==> config.mk <==
export PLATFORM = sky130hd
export DESIGN_NAME = mill_modif_enc_flat
export DESIGN_NICKNAME = d
export VERILOG_FILES = /design/src/rtl/mill_modif_pkg.sv /design/src/rtl/mill_modif_enc_if.sv /design/src/rtl/mill_modif_seq_gen.sv /design/src/rtl/mill_modif_enc.sv /design/src/flat_wrapper.sv
export SDC_FILE = /design/constraint.sdc
export NUM_CORES = 1
export LEC_CHECK = 0
export ABC_AREA = 1
export ABC_CLOCK_PERIOD_IN_PS = 3000
export CAP_MARGIN = 20
export CORE_MARGIN = 2
export CORE_UTILIZATION = 25
export CTS_CLUSTER_DIAMETER = 30
export CTS_CLUSTER_SIZE = 16
export DETAILED_ROUTE_END_ITERATION = 10
export PLACE_DENSITY_LB_ADDON = 0.15
export SETUP_SLACK_MARGIN = 0.02
export SLEW_MARGIN = 30
export SYNTH_ARGS = -nofsm -noshare
export SYNTH_HDL_FRONTEND = slang
export SYNTH_HIERARCHICAL = 1
export SYNTH_SLANG_ARGS = --single-unit
==> constraint.sdc <==
create_clock -name clk -period 3 [get_ports clk]
set_input_delay 0.6 -clock clk [delete_from_list [all_inputs] [get_ports clk]]
set_output_delay 0.6 -clock clk [all_outputs]
set_load 0.02 [all_outputs]
==> src/rtl/mill_modif_pkg.sv <==
// mill_modif_pkg: shared types and constants for the Modified Miller encoder.
// The PARITY state only exists when PARITY_GEN_EN is defined.
package mill_modif_pkg;

  localparam int unsigned N_DEF         = 5;
  localparam int unsigned PAUSE_LEN_DEF = 8;
  localparam int unsigned ETU_CLKS      = 1 << N_DEF;
  localparam int unsigned HALF_ETU      = ETU_CLKS / 2;

  // Y = no pause, X = pause in second half, Z = pause at start of ETU
  typedef enum logic [1:0] {
    SEQ_Y,
    SEQ_X,
    SEQ_Z
  } seq_e;

  typedef enum logic [2:0] {
    ST_IDLE,
    ST_SOF,
    ST_DATA,
`ifdef PARITY_GEN_EN
    ST_PARITY,
`endif
    ST_EOF0,
    ST_EOF1
  } state_e;

  // Miller rule: 1 -> X; 0 -> Z after a 0 (or SOF), Y after a 1
  function automatic seq_e code_bit(input logic b, input logic prev_b);
    if (b) return SEQ_X;
    if (prev_b) return SEQ_Y;
    return SEQ_Z;
  endfunction

endpackage

==> src/rtl/mill_modif_enc_if.sv <==
// mill_modif_enc_if: byte-stream valid/ready bus feeding the encoder.
interface mill_modif_enc_if;

  logic [7:0] in_data;
  logic       in_valid;
  logic       in_last;
  logic [2:0] in_nbits;
  logic       in_ready;

  modport master (output in_data, in_valid, in_last, in_nbits, input in_ready);
  modport slave  (input in_data, in_valid, in_last, in_nbits, output in_ready);

endinterface

==> src/rtl/mill_modif_seq_gen.sv <==
// mill_modif_seq_gen: maps (sequence type, ETU count) to the registered carrier gate.
module mill_modif_seq_gen
  import mill_modif_pkg::*;
#(
  parameter int unsigned N         = N_DEF,
  parameter int unsigned PAUSE_LEN = PAUSE_LEN_DEF
) (
  input  logic         clk,
  input  logic         rst_i,
  input  seq_e         seq_i,
  input  logic [N-1:0] cnt_i,
  output logic         out_data_o
);

  localparam logic [N-1:0] HALF  = N'(1 << (N - 1));
  localparam logic [N-1:0] PLEN  = N'(PAUSE_LEN);
  localparam logic [N-1:0] X_END = HALF + PLEN;

  logic pause_c;

  // Pause window decode for the symbol about to be shown
  always_comb begin
    pause_c = 1'b0;
    case (seq_i)
      SEQ_Z:   pause_c = (cnt_i < PLEN);
      SEQ_X:   pause_c = (cnt_i >= HALF) && (cnt_i < X_END);
      default: pause_c = 1'b0;
    endcase
  end

  // Carrier gate register, carrier on in reset
  always_ff @(posedge clk) begin
    if (rst_i) out_data_o <= 1'b1;
    else       out_data_o <= ~pause_c;
  end

endmodule

==> src/rtl/mill_modif_enc.sv <==
// mill_modif_enc: Modified Miller PCD->PICC encoder (ISO/IEC 14443-A, 106 kb/s).
// Build option: define PARITY_GEN_EN to append odd parity after every full byte.
module mill_modif_enc
  import mill_modif_pkg::*;
#(
  parameter int unsigned N         = N_DEF,
  parameter int unsigned PAUSE_LEN = PAUSE_LEN_DEF
) (
  input  logic            clk,
  input  logic            in_PoR,
  mill_modif_enc_if.slave in_bus,
  output logic            out_data,
  output logic            out_busy,
  output logic            out_done,
  output logic            out_underrun
);

  localparam logic [N-1:0] CNT_MAX = '1;

  state_e       state_q, state_d;
  seq_e         seq_q, seq_d;
  logic [N-1:0] cnt_q, cnt_d;
  logic [7:0]   shift_q, shift_d;
  logic [3:0]   bits_q, bits_d;
  logic         last_q, last_d;
  logic         prev_q, prev_d;
  logic         busy_q, busy_d;
  logic         done_q, done_d;
  logic         underrun_q, underrun_d;
  logic         in_ready_q, in_ready_d;
`ifdef PARITY_GEN_EN
  logic         par_q, par_d;
  logic         full_q, full_d;
`endif

  logic       sym_end_c;
  logic       next_byte_c;
  logic [3:0] in_bits_c;

  assign sym_end_c = (cnt_q == CNT_MAX);
  assign in_bits_c = (in_bus.in_last && (in_bus.in_nbits != 3'd0)) ? {1'b0, in_bus.in_nbits} : 4'd8;

  // Next-state: symbol sequencing, byte loading, handshake and underrun
  always_comb begin
    state_d     = state_q;
    seq_d       = seq_q;
    cnt_d       = busy_q ? (cnt_q + N'(1)) : cnt_q;
    shift_d     = shift_q;
    bits_d      = bits_q;
    last_d      = last_q;
    prev_d      = prev_q;
    busy_d      = busy_q;
    done_d      = 1'b0;
    underrun_d  = 1'b0;
    next_byte_c = 1'b0;
`ifdef PARITY_GEN_EN
    par_d       = par_q;
    full_d      = full_q;
`endif

    case (state_q)
      ST_IDLE: begin
        if (in_bus.in_valid) begin
          shift_d = in_bus.in_data;
          bits_d  = in_bits_c;
          last_d  = in_bus.in_last;
`ifdef PARITY_GEN_EN
          par_d   = 1'b1;
          full_d  = !in_bus.in_last || (in_bus.in_nbits == 3'd0);
`endif
          state_d = ST_SOF;
          seq_d   = SEQ_Z;
          cnt_d   = '0;
          prev_d  = 1'b0;
          busy_d  = 1'b1;
        end
      end
      ST_SOF: begin
        if (sym_end_c) begin
          state_d = ST_DATA;
          seq_d   = code_bit(shift_q[0], prev_q);
          prev_d  = shift_q[0];
`ifdef PARITY_GEN_EN
          par_d   = par_q ^ shift_q[0];
`endif
        end
      end
      ST_DATA: begin
        if (sym_end_c) begin
          if (bits_q > 4'd1) begin
            bits_d  = bits_q - 4'd1;
            shift_d = {1'b0, shift_q[7:1]};
            seq_d   = code_bit(shift_q[1], prev_q);
            prev_d  = shift_q[1];
`ifdef PARITY_GEN_EN
            par_d   = par_q ^ shift_q[1];
          end else if (full_q) begin
            state_d = ST_PARITY;
            seq_d   = code_bit(par_q, prev_q);
            prev_d  = par_q;
`endif
          end else begin
            next_byte_c = 1'b1;
          end
        end
      end
`ifdef PARITY_GEN_EN
      ST_PARITY: begin
        if (sym_end_c) next_byte_c = 1'b1;
      end
`endif
      ST_EOF0: begin
        if (sym_end_c) begin
          state_d = ST_EOF1;
          seq_d   = SEQ_Y;
        end
      end
      ST_EOF1: begin
        if (sym_end_c) begin
          state_d = ST_IDLE;
          seq_d   = SEQ_Y;
          busy_d  = 1'b0;
          done_d  = 1'b1;
        end
      end
      default: begin
        state_d = ST_IDLE;
        seq_d   = SEQ_Y;
        busy_d  = 1'b0;
      end
    endcase

    // End of a byte: take the next one back-to-back, or close the frame
    if (next_byte_c) begin
      if (!last_q && in_bus.in_valid) begin
        shift_d = in_bus.in_data;
        bits_d  = in_bits_c;
        last_d  = in_bus.in_last;
`ifdef PARITY_GEN_EN
        par_d   = 1'b1 ^ in_bus.in_data[0];
        full_d  = !in_bus.in_last || (in_bus.in_nbits == 3'd0);
`endif
        state_d = ST_DATA;
        seq_d   = code_bit(in_bus.in_data[0], prev_q);
        prev_d  = in_bus.in_data[0];
      end else begin
        underrun_d = !last_q;
        state_d    = ST_EOF0;
        seq_d      = code_bit(1'b0, prev_q);
        prev_d     = 1'b0;
      end
    end

`ifdef PARITY_GEN_EN
    in_ready_d = (state_d == ST_IDLE) ||
                 ((state_d == ST_PARITY) && !last_d && (cnt_d == CNT_MAX));
`else
    in_ready_d = (state_d == ST_IDLE) ||
                 ((state_d == ST_DATA) && (bits_d == 4'd1) && !last_d && (cnt_d == CNT_MAX));
`endif
  end

  // State and output registers
  always_ff @(posedge clk) begin
    if (in_PoR) begin
      state_q    <= ST_IDLE;
      seq_q      <= SEQ_Y;
      cnt_q      <= '0;
      shift_q    <= '0;
      bits_q     <= '0;
      last_q     <= 1'b0;
      prev_q     <= 1'b0;
      busy_q     <= 1'b0;
      done_q     <= 1'b0;
      underrun_q <= 1'b0;
      in_ready_q <= 1'b1;
`ifdef PARITY_GEN_EN
      par_q      <= 1'b0;
      full_q     <= 1'b0;
`endif
    end else begin
      state_q    <= state_d;
      seq_q      <= seq_d;
      cnt_q      <= cnt_d;
      shift_q    <= shift_d;
      bits_q     <= bits_d;
      last_q     <= last_d;
      prev_q     <= prev_d;
      busy_q     <= busy_d;
      done_q     <= done_d;
      underrun_q <= underrun_d;
      in_ready_q <= in_ready_d;
`ifdef PARITY_GEN_EN
      par_q      <= par_d;
      full_q     <= full_d;
`endif
    end
  end

  mill_modif_seq_gen #(
    .N         (N),
    .PAUSE_LEN (PAUSE_LEN)
  ) u_seq_gen (
    .clk        (clk),
    .rst_i      (in_PoR),
    .seq_i      (seq_d),
    .cnt_i      (cnt_d),
    .out_data_o (out_data)
  );

  assign in_bus.in_ready = in_ready_q;
  assign out_busy        = busy_q;
  assign out_done        = done_q;
  assign out_underrun    = underrun_q;

endmodule

==> src/flat_wrapper.sv <==
// flat-port wrapper written by rule: the top's interface ports become plain ports
module mill_modif_enc_flat import mill_modif_pkg::*;
#(
  parameter int unsigned N         = N_DEF,
  parameter int unsigned PAUSE_LEN = PAUSE_LEN_DEF
)
  (clk, in_PoR, out_data, out_busy, out_done, out_underrun, in_bus_in_data, in_bus_in_valid, in_bus_in_last, in_bus_in_nbits, in_bus_in_ready);
  mill_modif_enc_if in_bus_i ();
  input  logic clk;
  input  logic in_PoR;
  output logic out_data;
  output logic out_busy;
  output logic out_done;
  output logic out_underrun;
  input wire logic [$bits(in_bus_i.in_data)-1:0] in_bus_in_data;
  input wire logic [$bits(in_bus_i.in_valid)-1:0] in_bus_in_valid;
  input wire logic [$bits(in_bus_i.in_last)-1:0] in_bus_in_last;
  input wire logic [$bits(in_bus_i.in_nbits)-1:0] in_bus_in_nbits;
  output wire logic [$bits(in_bus_i.in_ready)-1:0] in_bus_in_ready;
  assign in_bus_i.in_data = in_bus_in_data;
  assign in_bus_i.in_valid = in_bus_in_valid;
  assign in_bus_i.in_last = in_bus_in_last;
  assign in_bus_i.in_nbits = in_bus_in_nbits;
  assign in_bus_in_ready = in_bus_i.in_ready;
  mill_modif_enc #(.N(N), .PAUSE_LEN(PAUSE_LEN)) u_core (.clk(clk), .in_PoR(in_PoR), .in_bus(in_bus_i), .out_data(out_data), .out_busy(out_busy), .out_done(out_done), .out_underrun(out_underrun));
endmodule
# Word level (Yosys, flattened, before mapping)
# Index checks and enable logic that the tools add are counted.
[totals] regBits=29 latch_bits=0 romBits=0 word_cells=144 ram_bits=0 input_bits=15 memories=0
[classes] div_mod_pow=0 n_eq_ne=16 n_mux=87 bitwise_logic=4 reduce_logical=19 shift=0 n_lt_le_gt_ge=4 multipliers=0 addsub=2
[op_table] op="$mux 2" n=21
[op_table] op="$mux 1" n=40
[op_table] op="$mux 8" n=5
[op_table] op="$mux 4" n=6
[op_table] op="$pmux 8 s2" n=1
[op_table] op="$mux 3" n=5
[op_table] op="$mux 5" n=3
[op_table] op="$pmux 3 s5" n=1
[op_table] op="$eq 5x5->1 const B" n=2
[op_table] op="$eq 3x2->1 const B" n=3
[op_table] op="$ne 3x1->1 const B" n=3
[op_table] op="$pmux 2 s4" n=1
[op_table] op="$pmux 4 s2" n=1
[op_table] op="$logic_and 1x1->1" n=6
[op_table] op="$logic_not 3->1" n=2
[op_table] op="$pmux 1 s3" n=2
[op_table] op="$reduce_or 3->1" n=2
[op_table] op="$add 5x1->5 const B" n=1
[op_table] op="$ge 5x5->1 const B" n=1
[op_table] op="$lt 5x4->1 const B" n=1
[op_table] op="$lt 5x5->1 const B" n=1
[op_table] op="$reduce_and 5->1" n=1
[op_table] op="$eq 4x1->1 const B" n=1
[op_table] op="$gt 4x1->1 const B" n=1
[op_table] op="other kinds (16)" n=21

# Longest topological paths before layout
[logic_depth] depth_word=17 depth_mapped=19 ltp_nobuf=18

# Hierarchy
# The synthesis kept the hierarchy.
[by_module_without_submodules] module="mill_modif_enc" cells_each=283 seq_area_each_um2=560.5 n_inst=1 area_each_um2=1803.0
[by_module_without_submodules] module="mill_modif_seq_gen" cells_each=14 seq_area_each_um2=20.0 n_inst=1 area_each_um2=86.3

# Least setup slack after synthesis
# Ideal clock, no wire load.
[synth_path] path_type="register to register" startpoint="register u_core.cnt_q[0]" endpoint="register u_core.u_seq_gen.out_data_o" path_stages_with_launch=20 n_path_buf=2 setup_ns=0.114 t_required_ns=2.886 setup_slack_ns=0.727 arrival_time_ns=2.158 path_cell_list="dfxtp_1 -> ha_1 -> nand2_1 -> nor2_1 -> ha_1 -> buf_2 -> buf_2 -> nor2_1 -> o21ai_1 -> o221ai_1 -> nand2_1 -> nand2_1 -> nand2_1 -> nand2_1 -> inv_1 -> ha_1 -> inv_1 -> nand2_1 -> nor2_1 -> nand2_1"
[synth_between] word_cells_on_any_way=20 cone_classes="1 x add/sub; 3 x order compare; 3 x eq/ne; 11 x mux; 1 x bitwise; 1 x reduce/logical"
[synth_rtl] element="start, declared" line_no="mill_modif_enc.sv:22" text="logic [N-1:0] cnt_q, cnt_d;"
[synth_rtl] element="start signal, assigned" line_no="mill_modif_enc.sv:184" text="cnt_q <= cnt_d;"
[synth_rtl] element="$eq 5x5->1 (*)" line_no="mill_modif_enc.sv:40" text="assign sym_end_c = (cnt_q == CNT_MAX);"
[synth_rtl] element="via u_core.sym_end_c" line_no="mill_modif_enc.sv:36" text="logic sym_end_c;"
[synth_rtl] element="$mux 2 (tied with other cells)" line_no="mill_modif_enc.sv:113, mill_modif_enc.sv:119"
[synth_rtl] element="$pmux 2 s4 / $mux 1 (equally long branches)" line_no="mill_modif_enc.sv:61" text="case (state_q)"
[synth_rtl] element="$mux 2 (*)" line_no="mill_modif_enc.sv:134" text="if (next_byte_c) begin"
[synth_rtl] element="via u_core.seq_d[0]" line_no="mill_modif_enc.sv:21" text="seq_e seq_q, seq_d;"
[synth_rtl] element="$eq 2x1->1 / $eq 2x2->1 (equally long branches)" line_no="mill_modif_seq_gen.sv:24" text="case (seq_i)"
[synth_rtl] element="$pmux 1 s2 (*)" line_no="mill_modif_seq_gen.sv:24"
[synth_rtl] element="$not 1->1 (*)" line_no="mill_modif_seq_gen.sv:34" text="else out_data_o <= ~pause_c;"
[synth_rtl] element="end signal, assigned" line_no="mill_modif_seq_gen.sv:34"
[synth_rtl] element="end, declared" line_no="mill_modif_seq_gen.sv:12" text="output logic out_data_o"
# The timed path passes the listed nets; every way through them passes the cells marked *.
# A chain may end at the register's enable or synchronous reset.

# Final worst setup path
# Same ends and word-level chain as after synthesis.

==> results.sh <==
export IMPL_netlist_area_um2=1880
export IMPL_status="completed"
export IMPL_chipHeight_um=90.7
export IMPL_rows=31
export IMPL_drive_gt1_frac=0.0949
export IMPL_placed_area_um2=2170
export IMPL_pre_cts_ws_ns=0.369
export IMPL_drv_slew=0
export IMPL_crit_fanout=7
export IMPL_rsz0062_at_grt="no"
export IMPL_gp_congestion=0.826
export IMPL_finalSetupViolCount=0
export IMPL_wl_mm=4.74
export IMPL_tightest_slew_ns=0.398
export IMPL_synthesis_nets=315
export IMPL_fin_crit_ns=2.49
export IMPL_clock_root_buffer="clkbuf_8"
export IMPL_avgSynthCellArea_um2=6.39
export IMPL_cpPeakStageDelay_ns=0.38
export IMPL_via_per_inst=4.33
export IMPL_initial_core_util=0.259
export IMPL_max_slew_margin=0.734
export IMPL_numCtsBuffers=5
export IMPL_yosysWarnings=6
export IMPL_n_antenna_cell=0
export IMPL_cpMostUsedCell="nand2_1"
export IMPL_final_setup_tns_ns=0
export IMPL_multiInputGateArea_um2=1100
export IMPL_cp_arrival_ns=2.67
export IMPL_routed_via_count=1795
export IMPL_cts_resized_gates=0
export IMPL_slowest_stage="dfxtp_1"
export IMPL_syn_inst=294
export IMPL_ant_nets=0
export IMPL_port_buffers=19
export IMPL_grt_pass1_wl_mm=8.18
export IMPL_clkSinkCount=29
export IMPL_worst_slack_ns=0.509
export IMPL_hold_violations=0
export IMPL_fin_nets=336
export IMPL_powerDensity_nw_per_um2=401
export IMPL_die_area_um2=8220
export IMPL_drt_iter0_drc=98
export IMPL_critPathCaptureType="flop"
export IMPL_layout_worst_path_cycle_share=0.830
export IMPL_hp_class="reg2reg"
export IMPL_die_x_um=90.7
export IMPL_required_ns=3.18
export IMPL_syn_to_final_growth_pct=20.3
export IMPL_cts_buffer_depth=2
export IMPL_insertion_delay_ns=0.28
export IMPL_grt_pass1_vias=1705
export IMPL_cp_start_kind="flop"
export IMPL_final_core_util=0.311
export IMPL_drc_errors=0
export IMPL_track_usage=0.123
export IMPL_htreeDepth=2
export IMPL_fin_area_um2=2260
export IMPL_dr_pass1_iters=4
export IMPL_fin_skew_ns=0.00779
export IMPL_overflow=0
export IMPL_io_pins=20
export IMPL_cts_hold_buf=0
export IMPL_leakagePower_nw=1.03
export IMPL_hold_ws_ns=0.490
export IMPL_crit_type="reg2reg"
export IMPL_wl_per_cell_um=11.4
export IMPL_hpwlAfterDp_mm=3.65
export IMPL_fmax_mhz=401
export IMPL_core_area_um2=7250
export IMPL_drv_cap=0
export IMPL_grt_max_degree=20
export IMPL_vdd_ir_drop_worst_v=0.000141
export IMPL_cts_tree="done"
export IMPL_post_cts_buffers=0
export IMPL_seqCellArea_um2=581
export IMPL_nFillCells=803
export IMPL_path_clk_slew_ns=0.07
export IMPL_path_cells="ha_1 > nand2_1 > nor2_1 > ha_1 > buf_4 > nand2_1 > o21ai_1 > nand3b_1 > o21ai_1 > o21ai_0 > nand2_1 > nand2_1 > ha_1 > inv_1 > nand2_1 > nor2_1 > nand2_1"
export IMPL_antenna_found_initial=0
cell usage in the layout (no fill, tap or decap), drive strengths merged:
master and n:
nor2 40, o22ai 5, clkinv 2, o221ai 2, inv 40, o211a 1
nand2 100, a21oi 18, ha 6, clkbuf 5, or2 2, nand3 21
nand3b 3, nand4 2, o211ai 2, clkinvlp 1, xor2 1, buf 4
dfxtp 29, o21ai 9, a32oi 1, nor3 3, clkdlybuf4s50 19
metal layers:
metal / up-vias / global-route usage / part of all wire
met5: - / 0 / 0
met4: 0 / 0.0385 / 0.013
met3: 5 / 0.0225 / 0.035
met2: 33 / 0.199 / 0.45
met1: 786 / 0.166 / 0.50
li1: 971 / - / -
stage by stage:
step | cells | power, mW
after global placement | 407 | 0.599
after CTS | 415 | 0.922
final | 415 | 0.906
after floorplan | 294 | 0.542
after detailed placement | 407 | 0.597
after global routing | 415 | 0.961
cell type report:
class / count / area share
Tap cell: 99 / 0.0548
Timing Repair Buffer: 23 / 0.0975
Inverter: 40 / 0.0665
Multi-Input combinational cell: 216 / 0.486
Clock inverter: 3 / 0.00776
Clock buffer: 5 / 0.0305
Sequential cell: 29 / 0.257
worst max-delay path: cells and delay by family (launching register included):
kind	cells	cell delay, ns
AND/OR/NAND/NOR	9	0.69
AO/OA/AOI/OAI	3	0.30
flip-flops	1	0.38
adder cells (fa/ha/maj)	3	0.75
buffers and inverters	2	0.25
flip-flops by register name, indices dropped and copies added, names as in the netlist:
signal and count:
u_core/state_q 3, u_core/out_busy 1, u_core/in_bus.in_ready 1, u_core/shift_q 8
u_core/last_q 1, u_core/out_underrun 1, u_core/bits_q 4, u_core/u_seq_gen/out_data_o 1
u_core/seq_q 2, u_core/cnt_q 5, u_core/out_done 1, u_core/prev_q 1
report_power, final:
part / total [mW] / internal, mW / leakage (nW) / switching [mW]
clock network: 0.319 / 0.160 / 0.0439 / 0.159
logic: 0.167 / 0.0665 / 0.747 / 0.101
registers: 0.420 / 0.404 / 0.237 / 0.0160
final timing paths:
check / from / end / slack (ns) / cells past startpoint
setup / recovery: u_core/cnt_q[0] / u_core/u_seq_gen/out_data_o / 0.51 / 17
hold / removal: u_core/shift_q[7] / u_core/shift_q[7] / 0.49 / 2
setup reg to reg: u_core/cnt_q[0] / u_core/u_seq_gen/out_data_o / 0.51 / 17
hold reg to reg: u_core/shift_q[7] / u_core/shift_q[7] / 0.49 / 2
(Power assumes the default switching activity.)
